File: config.mk
export PLATFORM = sky130hd
export DESIGN_NAME = nibble_add_sequencer
export DESIGN_NICKNAME = d
export VERILOG_FILES = /design/src/rtl/nibble_add_sequencer.sv
export SDC_FILE = /design/constraint.sdc
export NUM_CORES = 1
export LEC_CHECK = 0
export CORE_MARGIN = 3
export CORE_UTILIZATION = 40
export CTS_CLUSTER_DIAMETER = 100
export CTS_CLUSTER_SIZE = 40
export DETAILED_ROUTE_END_ITERATION = 8
export PLACE_DENSITY = 0.75
export SYNTH_ARGS = -nofsm -noshare
export SYNTH_HDL_FRONTEND = slang
export SYNTH_SLANG_ARGS = --single-unit
File: constraint.sdc
create_clock -name clk -period 2.1 [get_ports clk]
set_input_delay 0.525 -clock clk [delete_from_list [all_inputs] [get_ports clk]]
set_output_delay 0.525 -clock clk [all_outputs]
set_load 0.05 [all_outputs]
File: src/rtl/nibble_add_sequencer.sv
// Drives a shared 4-bit adder one nibble at a time with a chained carry.
// Define NIBBLE_SEQ_SUB_EN to honour the sub input (a - b via ~b and carry-in 1).
module nibble_add_sequencer #(
    parameter int NIBBLES = 2,
    parameter int TIMEOUT = 15
) (
    input  logic                 clk,
    input  logic                 rst_n,
    input  logic                 start,
    input  logic [4*NIBBLES-1:0] a,
    input  logic [4*NIBBLES-1:0] b,
    input  logic                 c_in,
    input  logic                 sub,
    output logic                 busy,
    output logic                 done,
    output logic [4*NIBBLES-1:0] result,
    output logic                 c_out,
    output logic                 error,
    output logic                 add_en,
    output logic [3:0]           add_a,
    output logic [3:0]           add_b,
    output logic                 add_c_in,
    input  logic                 add_ready,
    input  logic [3:0]           add_sum,
    input  logic                 add_c_out
);

    localparam int WIDTH = 4 * NIBBLES;
    localparam int IW    = (NIBBLES > 1) ? $clog2(NIBBLES) : 1;
    localparam int CW    = $clog2(TIMEOUT + 1);

    typedef enum logic [1:0] {
        S_IDLE,
        S_RELEASE,
        S_ISSUE,
        S_DONE
    } state_t;

    state_t           r_state;
    state_t           w_next;
    logic             w_timeout;
    logic             w_cnt_hit;
    logic             w_last;
    logic [WIDTH-1:0] w_b_in;
    logic             w_cin_in;

    logic [WIDTH-1:0] r_a;
    logic [WIDTH-1:0] r_b;
    logic             r_cin;
    logic [IW-1:0]    r_idx;
    logic [CW-1:0]    r_cnt;
    logic             r_carry;
    logic [WIDTH-1:0] r_result;
    logic             r_c_out;
    logic             r_error;
    logic [3:0]       r_add_a;
    logic [3:0]       r_add_b;
    logic             r_add_c_in;

`ifdef NIBBLE_SEQ_SUB_EN
    assign w_b_in   = b ^ {WIDTH{sub}};
    assign w_cin_in = c_in | sub;
`else
    logic w_unused_sub;
    assign w_unused_sub = sub;
    assign w_b_in       = b;
    assign w_cin_in     = c_in;
`endif

    assign w_cnt_hit = (r_cnt == CW'(TIMEOUT - 1));
    assign w_last    = (r_idx == IW'(NIBBLES - 1));

    always_comb begin
        w_next    = r_state;
        w_timeout = 1'b0;
        case (r_state)
            S_IDLE: begin
                if (start) w_next = S_RELEASE;
            end
            S_RELEASE: begin
                if (!add_ready) begin
                    w_next = S_ISSUE;
                end else if (w_cnt_hit) begin
                    w_next    = S_DONE;
                    w_timeout = 1'b1;
                end
            end
            S_ISSUE: begin
                if (add_ready) begin
                    w_next = w_last ? S_DONE : S_RELEASE;
                end else if (w_cnt_hit) begin
                    w_next    = S_DONE;
                    w_timeout = 1'b1;
                end
            end
            S_DONE: w_next = S_IDLE;
            default: w_next = S_IDLE;
        endcase
    end

    always_ff @(posedge clk or negedge rst_n) begin
        if (!rst_n) begin
            r_state    <= S_IDLE;
            r_a        <= '0;
            r_b        <= '0;
            r_cin      <= 1'b0;
            r_idx      <= '0;
            r_cnt      <= '0;
            r_carry    <= 1'b0;
            r_result   <= '0;
            r_c_out    <= 1'b0;
            r_error    <= 1'b0;
            r_add_a    <= 4'h0;
            r_add_b    <= 4'h0;
            r_add_c_in <= 1'b0;
        end else begin
            r_state <= w_next;
            // Wait counter restarts on every state entry
            if (w_next != r_state)
                r_cnt <= '0;
            else if (r_state == S_RELEASE || r_state == S_ISSUE)
                r_cnt <= r_cnt + 1'b1;

            if (r_state == S_IDLE && start) begin
                r_a      <= a;
                r_b      <= w_b_in;
                r_cin    <= w_cin_in;
                r_idx    <= '0;
                r_error  <= 1'b0;
                r_result <= '0;
                r_c_out  <= 1'b0;
            end

            if (r_state == S_RELEASE && !add_ready) begin
                r_add_a    <= r_a[4*r_idx +: 4];
                r_add_b    <= r_b[4*r_idx +: 4];
                r_add_c_in <= (r_idx == '0) ? r_cin : r_carry;
            end

            if (r_state == S_ISSUE && add_ready) begin
                r_result[4*r_idx +: 4] <= add_sum;
                r_carry                <= add_c_out;
                if (!w_last) r_idx <= r_idx + 1'b1;
            end

            if (w_next == S_DONE && r_state != S_DONE) begin
                r_error <= w_timeout;
                r_c_out <= w_timeout ? 1'b0 : add_c_out;
            end
        end
    end

    assign busy     = (r_state == S_RELEASE) || (r_state == S_ISSUE);
    assign done     = (r_state == S_DONE);
    assign add_en   = (r_state == S_ISSUE);
    assign result   = r_result;
    assign c_out    = r_c_out;
    assign error    = r_error;
    assign add_a    = r_add_a;
    assign add_b    = r_add_b;
    assign add_c_in = r_add_c_in;

endmodule
==> key figures, run 1 <==
Yosys
  – Area contributors post-synth: dfrtp_1, mux2_2, mux2i_1
  – Adder-Cell Fraction of Synth Area: 0.0419
  – Post-synth EDFFs: 0
  – Post-synth top area cell: dfrtp_1
  – Simple-gate area share of the yosys netlist: 0.114
  – Post-synth top area share: 0.527
  – Yosys warnings: 0
  – Synthesized flop and latch total: between 40 and 50
  – Compound-gate portion of the synthesized area: 0.123
  – Multiplexer area fraction after synthesis: 0.154
  – Synth Instances: 180
  – Largest family of logic cells by synthesized area: multiplexers
  – Post-synthesis async set-or-reset flop share: 1.00
  – Syn nets: 214
  – Xor/xnor share of the synthesized area: 0.0126
  – Yosys cell types: 39
  – Ys flop type: dfrtp_1
  – Mean Syn Cell Area: 11.6 um2
  – Cell area after synthesis: 2090 um2
  – Seq/Total Area, Yosys: 0.527

Clock network
  – CTS HTree Levels: 2
  – CTS root buf: clkbuf_8
  – Max Root-Sink Buffers: 2
  – CTS tree: done
  – Clk_lat worst skew: 0.29 ns
  – Worst-path clk slew: 0.08 ns
  – # clock sinks: 44
  – CTS buffer count: 5
  – Post-CTS Setup Inserts: 0

STA
  – Shortest period the worst path allows: 2.01 ns
  – RSZ-0062 raised after global routing: no
  – Max frequency: around 0.5 GHz
  – Skew final: between 0.007 and 0.008 ns
  – WHS: 0.194 ns
  – Final Slew Violations: 0
  – Final hold violation count: 0
  – Final setup viols: 0
  – Slew HR: 0.653
  – Worst-Margin Slew: 0.519 ns
  – Final period util: 0.956

Floorplanning
  – Die Ht: just under 80 um
  – Die Wd: between 70 and 80 um
  – Core Box Area: 4880 um2
  – Starting Density: 0.428
  – Die area: 6130 um2
  – I/O pin total: 49
  – Row count: 25

Critical path
  – Worst stage delay on the critical path: 0.81 ns
  – Worst-path cell with the longest stage delay: clkdlybuf4s50_1
  – Reg2reg setup slack: 0.19 ns
  – Crit path kind: reg -> out
  – Largest delay contributor family on the critical path: buffers and inverters
  – Critical Path Fanout Max: 2
  – Crit end category: primary output
  – CP arrival: 1.48 ns
  – CP Data Required Time: 1.57 ns
  – Crit-path cells: clkdlybuf4s50_1
  – Worst Path Buf+Inv: 1
  – Critical path startpoint category: register

Routing
  – Drt first pass iters: 4
  – Antenna viol nets, final: 0
  – WL final: 4120 um
  – Drt initial violations: 93
  – Via count: 1,485
  – WL/cell: 13.5 um
  – Residual DRC: 0
  – Via density: between 4 and 5

Layout
  – Commonest non-fill, non-tap cells in the layout: dfrtp_1, clkdlybuf4s50_1, nand2_1
  – Post-route cell area: 2820 um2
  – Reg area: about 1100 um2
  – Number of diodes: 0
  – Post-Route Utilization: 0.578
  – Fillers: 419
  – Fin nets: roughly 270
  – Commonest non-fill, non-tap cell in the layout: dfrtp_1
  – Share of cells above drive strength 1: 0.197
  – Area used by multi-input combinational logic: between 900 and 1000 um2
  – P&R area growth vs syn: 35.1%

Placement
  – Dpl cell area: 2730 um2
  – HPWL Detailed: around 3000 um
  – Routability cong.: 0.801
  – Number of I/O port buffers: 47

Run
  – Max Cap Viol: 0

Power and ir drop
  – Psw: about 1.9 mW
  – Sw Ratio: 0.428
  – Leak: 1.24 nW
  – Sequential share of power: 0.322
  – Tot Pwr: 4.45 mW
  – Clk pwr share: 0.121
  – Pwr/cell area: about 1600 nW/um2
  – Power share of the combinational group: 0.557
  – Worst ir drop on vdd: between 0.0009 and 0.001 V
  – Int Power: between 2 and 3 mW

Global route
  – Largest net degree at the start of global routing: 29
  – Antenna violations before repair: 0
  – First-pass GRT wire length: 6870 um
  – Gr usage total: 0.143
  – GR Overflow Total: 0
  – Number of global-route vias before repair: 1,441

Worst hold path
  – Hold WC Path Type: in -> async

Status
  – Outcome: finished, final reports clean
==> registers in the layout, summed over array words and instances, names as in the netlist <==
| register | flops |
|---|---|
| add_a | 4 |
| add_b | 4 |
| add_c_in | 1 |
| c_out | 1 |
| error | 1 |
| r_a | 8 |
| r_b | 8 |
| r_carry | 1 |
| r_cin | 1 |
| r_cnt | 4 |
| r_idx | 1 |
| r_state | 2 |
| result | 8 |
==> cells by family (layout without fill, tap and decap cells) <==
| family | Yosys count | in the layout |
|---|---|---|
| multiplexers | 30 | 30 |
| buffers and inverters | 11 | 69 |
| AO/OA/AOI/OAI | 33 | 33 |
| XOR/XNOR | 3 | 3 |
| AND/OR/NAND/NOR | 52 | 52 |
| flip-flops | 44 | 44 |
| adder cells (fa/ha/maj) | 7 | 7 |
==> Yosys cell counts, types with 2 or more instances <==
library cell	number
inv_1	4
mux2i_1	12
a21oi_1	2
nor2_1	4
nand2b_1	2
nand3_1	5
buf_2	3
clkbuf_1	2
xor2_1	2
o21a_1	2
o211ai_2	2
a211oi_1	5
dfrtp_1	44
mux2_2	18
ha_1	7
o21ai_0	13
nand2_1	31
==> cell type report <==
type | instances | area share
Clock buffer | 8 | 0.0319
Inverter | 4 | 0.00532
Sequential cell | 44 | 0.390
Timing Repair Buffer | 57 | 0.211
Multi-Input combinational cell | 125 | 0.332
Tap cell | 67 | 0.0297
==> metal layers <==
layer / vias up / wire length [um] / global-route usage
li1: 742 / - / -
met1: 701 / 1880 / 0.185
met2: 37 / 1920 / 0.223
met3: 5 / 271 / 0.0505
met4: 0 / 50 / 0.0455
met5: - / 0 / 0
==> power groups by stage <==
stage | logic, mW | registers, mW | clock network, mW
final | 2.48 | 1.43 | 0.539
after floorplan | 1.19 | 1.91 | 0
after global placement | 2.45 | 1.44 | 0
after global routing | 2.67 | 1.49 | 0.594
after detailed placement | 2.49 | 1.45 | 0
after CTS | 2.50 | 1.44 | 0.558
==> metrics by stage <==
| step | TNS [ns] | worst slack [ns] | instances |
|---|---|---|---|
| after floorplan | 0 | 0.220 | 180 |
| after global placement | -0.340 | -0.0633 | 297 |
| after detailed placement | -0.299 | -0.0593 | 297 |
| after CTS | 0 | 0.0335 | 305 |
| after global routing | 0 | 0.0147 | 305 |
| final | 0 | 0.0930 | 305 |
==> worst paths after layout <==
kind | start | to | cells after the start
worst max-delay path | c_out$_DFFE_PN0P_ | c_out | 1
min in group clk | add_b[2]$_DFFE_PN0P_ | add_b[2]$_DFFE_PN0P_ | 2
worst max register to register | r_state[0]$_DFF_PN0_ | r_cnt[0]$_DFFE_PN0P_ | 6
worst min-delay path | rst_n | r_carry$_DFFE_PN0P_ | 1
max in group asynchronous | rst_n | r_cnt[0]$_DFFE_PN0P_ | 2
worst min register to register | add_b[2]$_DFFE_PN0P_ | add_b[2]$_DFFE_PN0P_ | 2
==> timing repair <==
item / in CTS / in global routing
hold buffers: 0 / 0
gates resized for setup: 0 / 1
setup endpoints to repair: 0 / 1
hold endpoints to repair: 0 / 0
No activity file was read; power rests on OpenSTA's default activity.
==> run 2, diff against run 1 <==
--- a/config.mk
+++ b/config.mk
@@ -8,9 +8,10 @@
 export CORE_MARGIN = 3
 export CORE_UTILIZATION = 40
 export CTS_CLUSTER_DIAMETER = 100
-export CTS_CLUSTER_SIZE = 40
+export CTS_CLUSTER_SIZE = 25
 export DETAILED_ROUTE_END_ITERATION = 8
 export PLACE_DENSITY = 0.75
+export SLEW_MARGIN = 20
 export SYNTH_ARGS = -nofsm -noshare
 export SYNTH_HDL_FRONTEND = slang
 export SYNTH_SLANG_ARGS = --single-unit
==> results of run 2 <==
Same layout as run 1: the final DEF is identical, and so are final timing and power.
==> run 3, diff against run 2 <==
--- a/config.mk
+++ b/config.mk
@@ -6,11 +6,11 @@
 export NUM_CORES = 1
 export LEC_CHECK = 0
 export CORE_MARGIN = 3
-export CORE_UTILIZATION = 40
+export CORE_UTILIZATION = 41
 export CTS_CLUSTER_DIAMETER = 100
 export CTS_CLUSTER_SIZE = 25
 export DETAILED_ROUTE_END_ITERATION = 8
-export PLACE_DENSITY = 0.75
+export PLACE_DENSITY = 0.77
 export SLEW_MARGIN = 20
 export SYNTH_ARGS = -nofsm -noshare
 export SYNTH_HDL_FRONTEND = slang
==> constraint.sdc (replaced) <==
create_clock -name clk -period 2.2 [get_ports clk]
set_input_delay 0.55 -clock clk [delete_from_list [all_inputs] [get_ports clk]]
set_output_delay 0.55 -clock clk [all_outputs]
set_load 0.05 [all_outputs]
==> run 3 against run 2 <==
Global-route usage is 0.44 points higher. Clock power is 21% higher. Critical path type unchanged. Largest power group unchanged. Clock skew is 0.0038 ns higher. Critical path depth is 2 higher. Cell count is 0.33% lower. Setup slack better by 0.0040 ns. First-iteration DRC count is 15% lower. Wire length is 0.19% higher.
==> key figures, run 3 (synthesis gave the netlist of run 1 again) <==
Critical path
  – Reg2reg setup slack: 0.17 ns (-0.02 ns)
  – R2R cell count: 6 (unchanged)
  – R2r startpoint: r_state[1]$_DFF_PN0_
  – CP arrival: 1.55 ns (+0.07 ns)
  – Critical Path Fanout Max: 6 (+4)
  – Crit. Startpoint: r_state[0]$_DFF_PN0_
  – Critical path startpoint category: register
  – Crit end category: primary output
  – Reg2reg end: error$_DFFE_PN0P_
  – CP Data Required Time: 1.65 ns (+0.08 ns)
  – Critical Path Sink: busy
  – Crit path kind: reg -> out

Power and ir drop
  – Sw Ratio: 0.424 (-0.00401)
  – Psw: 1.84 mW (-3.4%)
  – Sequential share of power: 0.315 (-0.007)
  – Tot Pwr: 4.34 mW (-2.5%)
  – Leak: 1.25 nW (+0.89%)
  – Clk pwr share: 0.150 (+0.029)
  – Power share of the combinational group: 0.536 (-0.021)
  – Int Power: 2.50 mW (-1.8%)
  – Worst ir drop on vdd: 0.000827 V (-8.6%)
  – Pwr/cell area: 1530 nW/um2 (-2.7%)

STA
  – RSZ-0062 raised after global routing: no
  – Final period util: 0.956
  – Final setup viols: 0 (unchanged)
  – Shortest period the worst path allows: 2.10 ns
  – WHS: 0.214 ns (+0.0202 ns)
  – Skew final: 0.0113 ns (+0.00380 ns)
  – Slew HR: 0.652 (-0.000950)
  – Worst-Margin Slew: 0.521 ns (+0.00142 ns)
  – Final Slew Violations: 0 (unchanged)
  – Setup TNS: 0 ns (unchanged)
  – Final hold violation count: 0 (unchanged)
  – Max frequency: 0.476 GHz

Layout
  – Post-Route Utilization: 0.587 (+0.00881)
  – Fin nets: 270 (-0.37%)
  – P&R area growth vs syn: 35.4%
  – Fillers: 422 (+0.72%)
  – Commonest non-fill, non-tap cell in the layout: dfrtp_1
  – Share of cells above drive strength 1: 0.194 (-0.00339)
  – Number of diodes: 0 (unchanged)
  – Post-route cell area: 2830 um2 (+0.22%)
  – Commonest non-fill, non-tap cells in the layout: dfrtp_1, clkdlybuf4s50_1, nand2_1

Run
  – Max Cap Viol: 0 (unchanged)

Floorplanning
  – Die area: 5990 um2 (-2.2%)
  – Die Wd: 77.4 um (-1.1%)
  – Core Box Area: 4820 um2 (-1.3%)
  – Row count: 25 (unchanged)
  – Die Ht: 77.4 um (-1.1%)
  – I/O pin total: 49 (unchanged)
  – Starting Density: 0.434 (+0.00556)

Global route
  – First-pass GRT wire length: 7110 um (+3.5%)
  – GR met3 Demand/Resource: 0.0441 (-0.00638)
  – Gr usage total: 0.147 (+0.00444)
  – Met1 Resource Use GR: 0.205 (+0.0196)
  – GR Overflow Total: 0 (unchanged)
  – Antenna violations before repair: 0 (unchanged)
  – Largest net degree at the start of global routing: 45 (+55%)
  – GRT Max-Usage Layer: met2
  – Met2 global-route usage: 0.225 (+0.00193)
  – Number of global-route vias before repair: 1,512 (+4.9%)

Routing
  – Residual DRC: 0 (unchanged)
  – Via count: 1,511 (+1.8%)
  – Antenna viol nets, final: 0 (unchanged)
  – Drt initial violations: 79 (-15%)
  – Drt first pass iters: 4 (unchanged)
  – Via density: 4.97 (+2.1%)
  – WL final: 4120 um (+0.19%)
  – WL/cell: 13.6 um (+0.52%)

Clock network
  – Hold_buf cts: 0 (unchanged)
  – CTS buffer count: 5 (unchanged)
  – Worst-path clk slew: 0.09 ns (about the same)
  – Cts repair resizes: 0 (unchanged)
  – CTS tree: done
  – Max Root-Sink Buffers: 2 (unchanged)
  – # clock sinks: 44 (unchanged)
  – CTS HTree Levels: 2 (unchanged)
  – Post-CTS Setup Inserts: 0 (unchanged)
  – Clk_lat worst skew: 0.30 ns (about the same)
  – CTS root buf: clkbuf_8

Worst hold path
  – Hold WC Path Type: in -> async

Placement
  – Routability cong.: 0.874 (+9.2%)
  – Dpl cell area: 2710 um2 (-0.82%)
  – HPWL Detailed: 2970 um (-2.1%)
  – Number of I/O port buffers: 47 (unchanged)

Status
  – Outcome: finished, final reports clean
==> run 3: layout make-up <==
cell class,count,area (um2),share of cell area
Inverter,4,15.0,0.00531
Multi-Input combinational cell,125,932,0.330
Clock inverter,2,38.8,0.0137
Sequential cell,44,1100,0.389
Clock buffer,6,82.6,0.0292
Timing Repair Buffer,56,576,0.203
Tap cell,67,83.8,0.0296
==> run 3: worst min path at each step <==
| stage | startpoint | end | slack (ns) | cells past startpoint |
|---|---|---|---|---|
| 2_1_floorplan | rst_n | add_a[0]$_DFFE_PN0P_ | 0.25 | 0 |
| 3_3_place_gp | add_c_in$_DFFE_PN0P_ | add_c_in$_DFFE_PN0P_ | 0.47 | 2 |
| 3_5_place_dp | add_a[3]$_DFFE_PN0P_ | add_a[3]$_DFFE_PN0P_ | 0.48 | 2 |
| 4_1_cts | rst_n | add_a[1]$_DFFE_PN0P_ | 0.22 | 2 |
| 5_1_grt | rst_n | add_a[1]$_DFFE_PN0P_ | 0.22 | 2 |
| 6_report | rst_n | result[2]$_DFF_PN0_ | 0.21 | 2 |
==> run 3: layer usage <==
layer / wire length, um / vias to the layer above
met2: 1890 / 42
met1: 1950 / 717
met4: 57 / 0
met3: 223 / 8
li1: - / 744
met5: 0 / -
==> run 3: critical path: stages (launching register included) <==
cell and delay [ns]:
dfrtp_1 0.45, inv_1 0.12, ha_1 0.50, buf_12 0.18
==> run 3: power groups by stage <==
| stage | registers, mW | logic (mW) | clock network [mW] |
|---|---|---|---|
| after floorplan | 1.82 | 1.13 | 0 |
| after global placement | 1.37 | 2.29 | 0 |
| after detailed placement | 1.38 | 2.34 | 0 |
| after CTS | 1.37 | 2.35 | 0.664 |
| after global routing | 1.42 | 2.48 | 0.708 |
| final | 1.36 | 2.32 | 0.650 |
==> run 3: per-stage QoR <==
step / std cells / worst slack [ns]
6_report: 304 / 0.0970
2_1_floorplan: 180 / 0.0890
4_1_cts: 304 / 0.0837
3_5_place_dp: 296 / 0.0317
3_3_place_gp: 296 / 0.0584
5_1_grt: 304 / 0.00182
